[src/rtl/time_pkg.sv]
// Shared encodings for the time controller: select codes, field limits, modes, write-engine states.
// Field indices double as bit positions in the dirty mask (seconds written first).
package time_pkg;

   typedef struct packed {
      logic [6:0] h;
      logic [6:0] m;
      logic [6:0] s;
   } hms_t;

   localparam logic [1:0] SEL_H = 2'b00;
   localparam logic [1:0] SEL_M = 2'b01;
   localparam logic [1:0] SEL_S = 2'b11;

   localparam logic [6:0] H_MAX  = 7'd23;
   localparam logic [6:0] MS_MAX = 7'd59;

   localparam logic [1:0] MODE_RUN   = 2'd0;
   localparam logic [1:0] MODE_SET_H = 2'd1;
   localparam logic [1:0] MODE_SET_M = 2'd2;
   localparam logic [1:0] MODE_SET_S = 2'd3;

   localparam logic [1:0] W_IDLE   = 2'd0;
   localparam logic [1:0] W_SETUP  = 2'd1;
   localparam logic [1:0] W_STROBE = 2'd2;

   localparam logic [1:0] F_S = 2'd0;
   localparam logic [1:0] F_M = 2'd1;
   localparam logic [1:0] F_H = 2'd2;

   function automatic logic [1:0] first_dirty(input logic [2:0] dirty);
      if (dirty[F_S])      return F_S;
      else if (dirty[F_M]) return F_M;
      else                 return F_H;
   endfunction

   function automatic logic [1:0] sel_code(input logic [1:0] f);
      case (f)
         F_S:     return SEL_S;
         F_M:     return SEL_M;
         default: return SEL_H;
      endcase
   endfunction

   function automatic logic [6:0] field_val(input hms_t t, input logic [1:0] f);
      case (f)
         F_S:     return t.s;
         F_M:     return t.m;
         default: return t.h;
      endcase
   endfunction

endpackage

[src/rtl/time_field_inc.sv]
// Combinational wrap-incrementer for one time field: value+1, or 0 with carry once value reaches max.
// Out-of-range inputs also wrap to 0, so a field can never escape its limit.
module time_field_inc (
   input  logic [6:0] value,
   input  logic [6:0] max,
   output logic [6:0] next,
   output logic       carry
);

   assign carry = (value >= max);
   assign next  = carry ? 7'd0 : value + 7'd1;

endmodule

[src/rtl/time_ctrl.sv]
// Time register controller: 1 Hz advance with carry, button set mode, and a two-cycle-per-field write engine.
// Shadow updates one cycle after an event; tick/inc arriving while busy wait in one-deep pending flags.
module time_ctrl
   import time_pkg::*;
#(
   parameter int H_INIT = 0,
   parameter int M_INIT = 0,
   parameter int S_INIT = 0
) (
   input  logic        clk,
   input  logic        rst,
   input  logic        tick_1hz,
   input  logic        btn_mode,
   input  logic        btn_inc,
   output logic        IE,
   output logic        enSet,
   output logic [1:0]  select,
   output logic [6:0]  D,
   output logic [20:0] t_shadow,
   output logic [1:0]  mode,
   output logic        busy
);

   hms_t       t, t_n, inc_v;
   logic [2:0] dirty, dirty_rem, set_mask;
   logic [1:0] wstate, cur, nf, mode_n;
   logic       pend_tick, pend_inc;
   logic       idle_free, do_tick, do_inc;
   logic       c_s, c_m, h_carry_unused;

   time_field_inc u_inc_s (.value(t.s), .max(MS_MAX), .next(inc_v.s), .carry(c_s));
   time_field_inc u_inc_m (.value(t.m), .max(MS_MAX), .next(inc_v.m), .carry(c_m));
   time_field_inc u_inc_h (.value(t.h), .max(H_MAX),  .next(inc_v.h), .carry(h_carry_unused));

   assign t_shadow = t;
   assign busy     = (wstate != W_IDLE) || (dirty != 3'b000);

   always_comb begin
      mode_n    = btn_mode ? mode + 2'd1 : mode;
      idle_free = (wstate == W_IDLE) && (dirty == 3'b000);
      // Mode change lands first, so tick/inc are judged against the new mode.
      do_tick   = idle_free && (tick_1hz || pend_tick) && (mode_n == MODE_RUN);
      do_inc    = idle_free && (btn_inc || pend_inc) && (mode_n != MODE_RUN);
      t_n       = t;
      set_mask  = 3'b000;
      if (do_tick) begin
         t_n.s         = inc_v.s;
         set_mask[F_S] = 1'b1;
         if (c_s) begin
            t_n.m         = inc_v.m;
            set_mask[F_M] = 1'b1;
            if (c_m) begin
               t_n.h         = inc_v.h;
               set_mask[F_H] = 1'b1;
            end
         end
      end else if (do_inc) begin
         case (mode_n)
            MODE_SET_H: begin t_n.h = inc_v.h; set_mask[F_H] = 1'b1; end
            MODE_SET_M: begin t_n.m = inc_v.m; set_mask[F_M] = 1'b1; end
            default:    begin t_n.s = inc_v.s; set_mask[F_S] = 1'b1; end
         endcase
      end
      dirty_rem = dirty;
      if (wstate == W_STROBE) dirty_rem = dirty & ~(3'b001 << cur);
      nf = first_dirty(dirty_rem);
   end

   always_ff @(posedge clk) begin
      if (rst) begin
         t         <= {7'(H_INIT), 7'(M_INIT), 7'(S_INIT)};
         mode      <= MODE_RUN;
         wstate    <= W_IDLE;
         dirty     <= 3'b111;
         cur       <= F_S;
         pend_tick <= 1'b0;
         pend_inc  <= 1'b0;
         IE        <= 1'b0;
         enSet     <= 1'b0;
         select    <= SEL_H;
         D         <= 7'd0;
      end else begin
         t     <= t_n;
         mode  <= mode_n;
         // A field touched during its own write stays dirty and is rewritten.
         dirty <= dirty_rem | set_mask;

         if (idle_free)                               pend_tick <= 1'b0;
         else if (tick_1hz && (mode_n == MODE_RUN))   pend_tick <= 1'b1;
         if (idle_free)                               pend_inc  <= 1'b0;
         else if (btn_inc && (mode_n != MODE_RUN))    pend_inc  <= 1'b1;

         case (wstate)
            W_IDLE: begin
               if (dirty != 3'b000) begin
                  cur    <= nf;
                  select <= sel_code(nf);
                  D      <= field_val(t, nf);
                  enSet  <= 1'b1;
                  wstate <= W_SETUP;
               end
            end
            W_SETUP: begin
               IE     <= 1'b1;
               wstate <= W_STROBE;
            end
            W_STROBE: begin
               IE <= 1'b0;
               if (dirty_rem != 3'b000) begin
                  cur    <= nf;
                  select <= sel_code(nf);
                  D      <= field_val(t, nf);
                  wstate <= W_SETUP;
               end else begin
                  enSet  <= 1'b0;
                  wstate <= W_IDLE;
               end
            end
            default: wstate <= W_IDLE;
         endcase
      end
   end

endmodule

[config.mk]
export PLATFORM = sky130hd
export DESIGN_NAME = time_ctrl
export DESIGN_NICKNAME = d
export VERILOG_FILES = /design/src/rtl/time_pkg.sv /design/src/rtl/time_field_inc.sv /design/src/rtl/time_ctrl.sv
export SDC_FILE = /design/constraint.sdc
export NUM_CORES = 1
export LEC_CHECK = 0
export BUFFER_PORTS_ARGS = -buffer_cell sky130_fd_sc_hd__clkbuf_2
export CORE_MARGIN = 4
export CORE_UTILIZATION = 45
export DETAILED_ROUTE_END_ITERATION = 6
export GPL_TIMING_DRIVEN = 0
export HOLD_SLACK_MARGIN = 0.12
export PLACE_DENSITY_LB_ADDON = 0.3
export SYNTH_ARGS = -nofsm -noshare
export SYNTH_HDL_FRONTEND = slang
export SYNTH_SLANG_ARGS = --single-unit
[constraint.sdc]
create_clock -name clk -period 2.41 [get_ports clk]
set_input_delay 0.241 -clock clk [delete_from_list [all_inputs] [get_ports clk]]
set_output_delay 0.241 -clock clk [all_outputs]
set_load 0.1 [all_outputs]
==> impl_metrics.json, run 1 <==
{
  "nFillCells": 404,
  "gp_congestion": 0.845,
  "io_pins": 40,
  "p_seq_frac": 0.429,
  "r2r-end": "t_shadow[1]$_SDFFE_PP0P_",
  "p_sw_w": 0.000633,
  "setup_tns_ps": 0,
  "synth_commonest_cells": "dfxtp_1 (43), nor2_1 (32), a21oi_1 (17)",
  "clk_latency_ps": 300,
  "grt_max_degree": 14,
  "die_h_um": 76.0,
  "endpoint": "t_shadow[1]$_SDFFE_PP0P_",
  "antenna_left": 0,
  "status": "finished, final reports clean",
  "max-cap-violations": 0,
  "antenna_found_initial": 0,
  "worstHoldPathType": "in2reg",
  "drt-initial-drc-count": 136,
  "fin_crit_sh": 0.922,
  "synthCells": 230,
  "reg2reg_depth": 8,
  "first_pass_iters": 6,
  "min_period_ps": 2220,
  "die_x_um": 76.0,
  "diodes": 0,
  "worst_slew_pin_slew_ps": 724,
  "async_flop_share": 0,
  "cp.required_ps": 2630,
  "pre_cts_slack_ps": 62.7,
  "cp_data_arrival_time_ps": 2440,
  "synth.avg_cell_area_um2": 9.04,
  "final-max-slew-violation-count": 0,
  "core_area_mm2": 0.00441,
  "grt_overflow": 0,
  "dp_cells": 321,
  "hold_viol": 0,
  "worst_setup_hold_path_clk_slew_ps": 80,
  "cts-buffers-inserted": 5,
  "postCtsHoldBufs": 0,
  "placementRows": 24,
  "htreeDepth": 2,
  "internal-power_w": 0.00119,
  "drt_wl_total_mm": 4.80,
  "via_count": 1875,
  "synth_area_leaders": "dfxtp_1 (41%), ha_1 (6.0%), nor2_1 (5.8%)",
  "post-synth-top-count-cell": "dfxtp_1",
  "clock_sinks": 43,
  "start_util": 0.471,
  "wl_per_cell_um": 14.4,
  "grt_pass1_wl_mm": 8.16,
  "netlist.area_leader.share": 0.414,
  "path_max_fanout": 7,
  "rsz0062_at_grt": "no",
  "via_per_inst": 5.65,
  "worstSetupStartpoint": "mode[0]$_SDFF_PP0_",
  "timing.fmax_mhz": 450,
  "netlist_area_mm2": 0.00208,
  "nNetsFinal": 294,
  "grt_pass1_vias": 1683,
  "synth_cell_types": 47,
  "die_area_mm2": 0.00577,
  "synth_top_area_cell": "dfxtp_1",
  "p_leak_nw": 1.13,
  "hold-worst-slack_ps": 235,
  "cts_buffer_depth": 2,
  "p_per_area_mw_per_mm2": 731,
  "area_growth_pct": 20.1,
  "grt_use_total": 0.170,
  "r2r-start": "mode[0]$_SDFF_PP0_",
  "syn-num-nets": 245,
  "clock_skew_ps": 3.36,
  "slew_headroom": 0.518,
  "fin_ws_ps": 189,
  "ys_ff_latch": 43,
  "drc": 0,
  "combPwrFrac": 0.249,
  "critPathKind": "reg2reg",
  "synth_edf_count": 0,
  "peakVddDrop_mv": 0.305,
  "port_buffers": 39,
  "stdcell_count": 332,
  "p_sw_frac": 0.346,
  "setup_viol": 0,
  "root_buffer": "clkbuf_8",
  "start_kind": "flop",
  "dp_hpwl_mm": 3.54,
  "cts_tree": "built",
  "drive_gt1_frac": 0.236,
  "finalPower_w": 0.00183,
  "synth_ff_type": "dfxtp_1",
  "rrSetupSlack_ps": 190,
  "endpoint_kind": "flop",
  "yosys_warnings": 0,
  "yosysSeqAreaShare": 0.414,
  "power.share.clock": 0.322
}
worst min path at each step:
stage / startpoint / to / slack [ps] / cells after the start
2_1_floorplan: rst / t_shadow[15]$_SDFFE_PP0P_ / 420 / 2
3_3_place_gp: select[1]$_SDFFE_PP0P_ / select[1]$_SDFFE_PP0P_ / 470 / 2
3_5_place_dp: IE$_SDFFE_PP0P_ / IE$_SDFFE_PP0P_ / 490 / 2
4_1_cts: btn_inc / pend_inc$_SDFFE_PP0P_ / 230 / 3
5_1_grt: btn_inc / pend_inc$_SDFFE_PP0P_ / 240 / 3
6_report: btn_inc / pend_inc$_SDFFE_PP0P_ / 240 / 3
power groups by stage:
stage | Sequential (W) | Combinational [W] | Clock, W
floorplan | 0.00102 | 0.000166 | 0
global placement | 0.000799 | 0.000451 | 0
detailed placement | 0.000801 | 0.000455 | 0
CTS | 0.000785 | 0.000457 | 0.000598
global route | 0.000793 | 0.000483 | 0.000644
finish | 0.000784 | 0.000455 | 0.000587
metal layers:
layer  wire (um)  vias to the layer above  track usage
met5           0                        -            0
met4          53                        0       0.0605
met3         269                        6       0.0366
met2        2240                       51        0.260
met1        2230                      878        0.235
li1            -                      940            -
kinds of logic (layout without fill, tap and decap cells):
family          after synthesis  in the layout  synth area share
simple gates                 78             78             0.188
fa+ha+maj                    10             10            0.0602
compound gates               68             68             0.240
xor+xnor                      7              7            0.0295
mux                           5              5            0.0241
buf+inv                      19             69            0.0439
flops                        43             43             0.414
timing repair:
| action | 4_1_cts | 5_1_grt |
|---|---|---|
| buffers inserted | 0 | 3 |
| endpoints found under the setup margin | 0 | 14 |
| gates resized for setup | 0 | 1 |
area by class of cell:
| cell class | count | area, um^2 | share of cell area |
|---|---|---|---|
| Buffer | 8 | 47.5 | 0.0190 |
| Inverter | 11 | 43.8 | 0.0175 |
| Clock buffer | 6 | 82.6 | 0.0331 |
| Clock inverter | 2 | 35.0 | 0.0140 |
| Sequential cell | 43 | 866 | 0.347 |
| Multi-Input combinational cell | 168 | 1130 | 0.451 |
| Tap cell | 52 | 65.1 | 0.0261 |
| Timing Repair Buffer | 42 | 230 | 0.0922 |
worst max-delay path, cell delays in order (launching register included):
cell	delay, ps
dfxtp_4	350
nand2_1	60
xor2_1	270
ha_1	260
o21ba_2	200
a21boi_1	320
nor2_1	180
a21o_1	300
nor3_1	210
cells in the final DEF, fill, tap and decap left out, types with 4 or more instances in the layout:
master / count
o21ai_0: 7
nand2_1: 11
nor3_1: 8
dfxtp_1: 41
buf_4: 4
a21oi_1: 17
nand3_1: 7
a21o_1: 6
and3_1: 4
a211oi_1: 10
clkbuf_2: 39
clkbuf_8: 6
ha_1: 10
nor2_1: 32
inv_1: 10
xnor2_1: 6
a222oi_1: 6
mux2i_1: 5
metrics by stage:
step,util,cell area (um^2)
after floorplan,-,2080
after global placement,0.531,2340
after detailed placement,0.531,2340
after CTS,0.558,2460
after global routing,0.566,2500
final,0.566,2500
registers in the layout, summed over array words and instances, names as in the netlist:
register and flops:
IE 1, wstate 2, pend_tick 1, enSet 1, t_shadow 21, pend_inc 1, dirty 3, D 7
select 2, cur 2, mode 2
Note: power is estimated with default switching activity, not from simulation.
==> run 2, diff against run 1 <==
--- a/config.mk
+++ b/config.mk
@@ -8,6 +8,7 @@
 export BUFFER_PORTS_ARGS = -buffer_cell sky130_fd_sc_hd__clkbuf_2
 export CORE_MARGIN = 4
 export CORE_UTILIZATION = 45
+export CTS_BUF_LIST = sky130_fd_sc_hd__clkbuf_4
 export DETAILED_ROUTE_END_ITERATION = 6
 export GPL_TIMING_DRIVEN = 0
 export HOLD_SLACK_MARGIN = 0.12
==> impl_metrics.json, run 2 (synthesis gave the netlist of run 1 again) <==
{
  "status": "finished, final reports clean",
  "peakVddDrop_mv": 0.325,
  "path_max_fanout": 7,
  "crit_family": "compound AO/OA/AOI/OAI gates",
  "drt-initial-drc-count": 127,
  "global_route.usage.met3": 0.0437,
  "crit_slowest_cell": "dfxtp_4",
  "clock_skew_ps": 8.77,
  "dp_hpwl_mm": 3.54,
  "wl_per_cell_um": 14.4,
  "grt_max_degree": 14,
  "timing.fmax_mhz": 449,
  "path_buf_inv": 0,
  "cts_tree": "built",
  "diodes": 0,
  "drt_wl_total_mm": 4.77,
  "hold_viol": 0,
  "root_buffer": "clkbuf_4",
  "endpoint_kind": "flop",
  "start_util": 0.471,
  "via_count": 1887,
  "layout_commonest_cell": "dfxtp_1",
  "worst_slew_pin_slew_ps": 698,
  "htreeDepth": 2,
  "cp.required_ps": 2700,
  "final_cell_mix": "dfxtp_1 (41), clkbuf_2 (39), nor2_1 (32), a21oi_1 (17), nand2_1 (11)",
  "max-cap-violations": 0,
  "via_per_inst": 5.68,
  "start_kind": "flop",
  "cts_buffer_depth": 2,
  "cp_data_arrival_time_ps": 2510,
  "p_per_area_mw_per_mm2": 693,
  "grt_util_met1": 0.235,
  "p_leak_nw": 1.10,
  "setup_viol": 0,
  "worstHoldPathType": "in2reg",
  "slew_headroom": 0.535,
  "antenna_found_initial": 0,
  "die_x_um": 76.0,
  "first_pass_iters": 6,
  "drc": 0,
  "critPathKind": "reg2reg",
  "area_growth_pct": 17.5,
  "fin_crit_sh": 0.923,
  "die_area_mm2": 0.00577,
  "port_buffers": 39,
  "grt_use_met2": 0.256,
  "fin_ws_ps": 185,
  "io_pins": 40,
  "clk_latency_ps": 360,
  "clock_sinks": 43,
  "antenna_left": 0,
  "final-max-slew-violation-count": 0,
  "finalPower_w": 0.00169,
  "pre_cts_slack_ps": 62.7,
  "cpPeakStageDelay_ps": 370,
  "grt_pass1_wl_mm": 8.11,
  "grt_overflow": 0,
  "cp_cell_sequence": "nand2_1 -> xor2_1 -> ha_1 -> o21ba_2 -> a21boi_1 -> nor2_1 -> a21o_1 -> nor3_1",
  "cts-buffers-inserted": 5,
  "grt.busiest_layer": "met2",
  "grt_use_total": 0.169,
  "utilization": 0.554,
  "worst_setup_hold_path_clk_slew_ps": 130,
  "grt_pass1_vias": 1669,
  "die_h_um": 76.0,
  "largest_reg_flops": 21,
  "core_area_mm2": 0.00441,
  "min_period_ps": 2220,
  "nNetsFinal": 294,
  "rsz0062_at_grt": "no",
  "placementRows": 24,
  "gp_congestion": 0.845,
  "setup_tns_ps": 0,
  "drive_gt1_frac": 0.232
}
==> run 2: final cells by class <==
cell class                      instances  area [um^2]
Buffer                                  8         47.5
Clock buffer                            5         37.5
Clock inverter                          3         38.8
Fill cell                             407         1970
Inverter                               11         43.8
Multi-Input combinational cell        168         1130
Sequential cell                        43          866
Tap cell                               52         65.1
Timing Repair Buffer                   42          218
==> run 2: power breakdown <==
| part | internal (W) | leakage (nW) | switching (W) |
|---|---|---|---|
| logic | 0.000104 | 0.710 | 0.000351 |
| clock network | 0.000214 | 0.0426 | 0.000242 |
| registers | 0.000755 | 0.352 | 0.0000291 |
| total | 0.00107 | 1.10 | 0.000622 |
==> run 2: metal layers <==
| metal | routed length, um | share of wire |
|---|---|---|
| met4 | 62 | 0.013 |
| met1 | 2230 | 0.47 |
| met2 | 2220 | 0.47 |
| met3 | 261 | 0.055 |
| met5 | 0 | 0 |
==> run 2: worst register-to-register path, stage by stage (launching register included) <==
cell	delay [ps]
dfxtp_4	370
nand2_1	60
xor2_1	270
ha_1	260
o21ba_2	200
a21boi_1	320
nor2_1	180
a21o_1	300
nor3_1	210
==> run 2: path summary, 6_finish.rpt <==
kind,from,end,slack (ps),depth (start not counted)
worst min-delay path,btn_inc,pend_inc$_SDFFE_PP0P_,170,3
worst min register to register,IE$_SDFFE_PP0P_,IE$_SDFFE_PP0P_,500,2
worst max-delay path,mode[0]$_SDFF_PP0_,t_shadow[1]$_SDFFE_PP0P_,190,8
worst max register to register,mode[0]$_SDFF_PP0_,t_shadow[1]$_SDFFE_PP0P_,190,8
==> run 2: timing repair <==
action | 4_1_cts | 5_1_grt
setup endpoints to repair | 0 | 14
setup buffers | 0 | 3
hold buffers | 0 | 0
gates resized for setup | 0 | 1
==> run 2: metrics by stage <==
step | area (um^2) | hold WS [ps] | std cells
finish | 2440 | 172 | 332
global route | 2440 | 155 | 332
CTS | 2420 | 162 | 329
detailed placement | 2340 | 488 | 321
global placement | 2340 | 471 | 321
floorplan | 2080 | 421 | 230
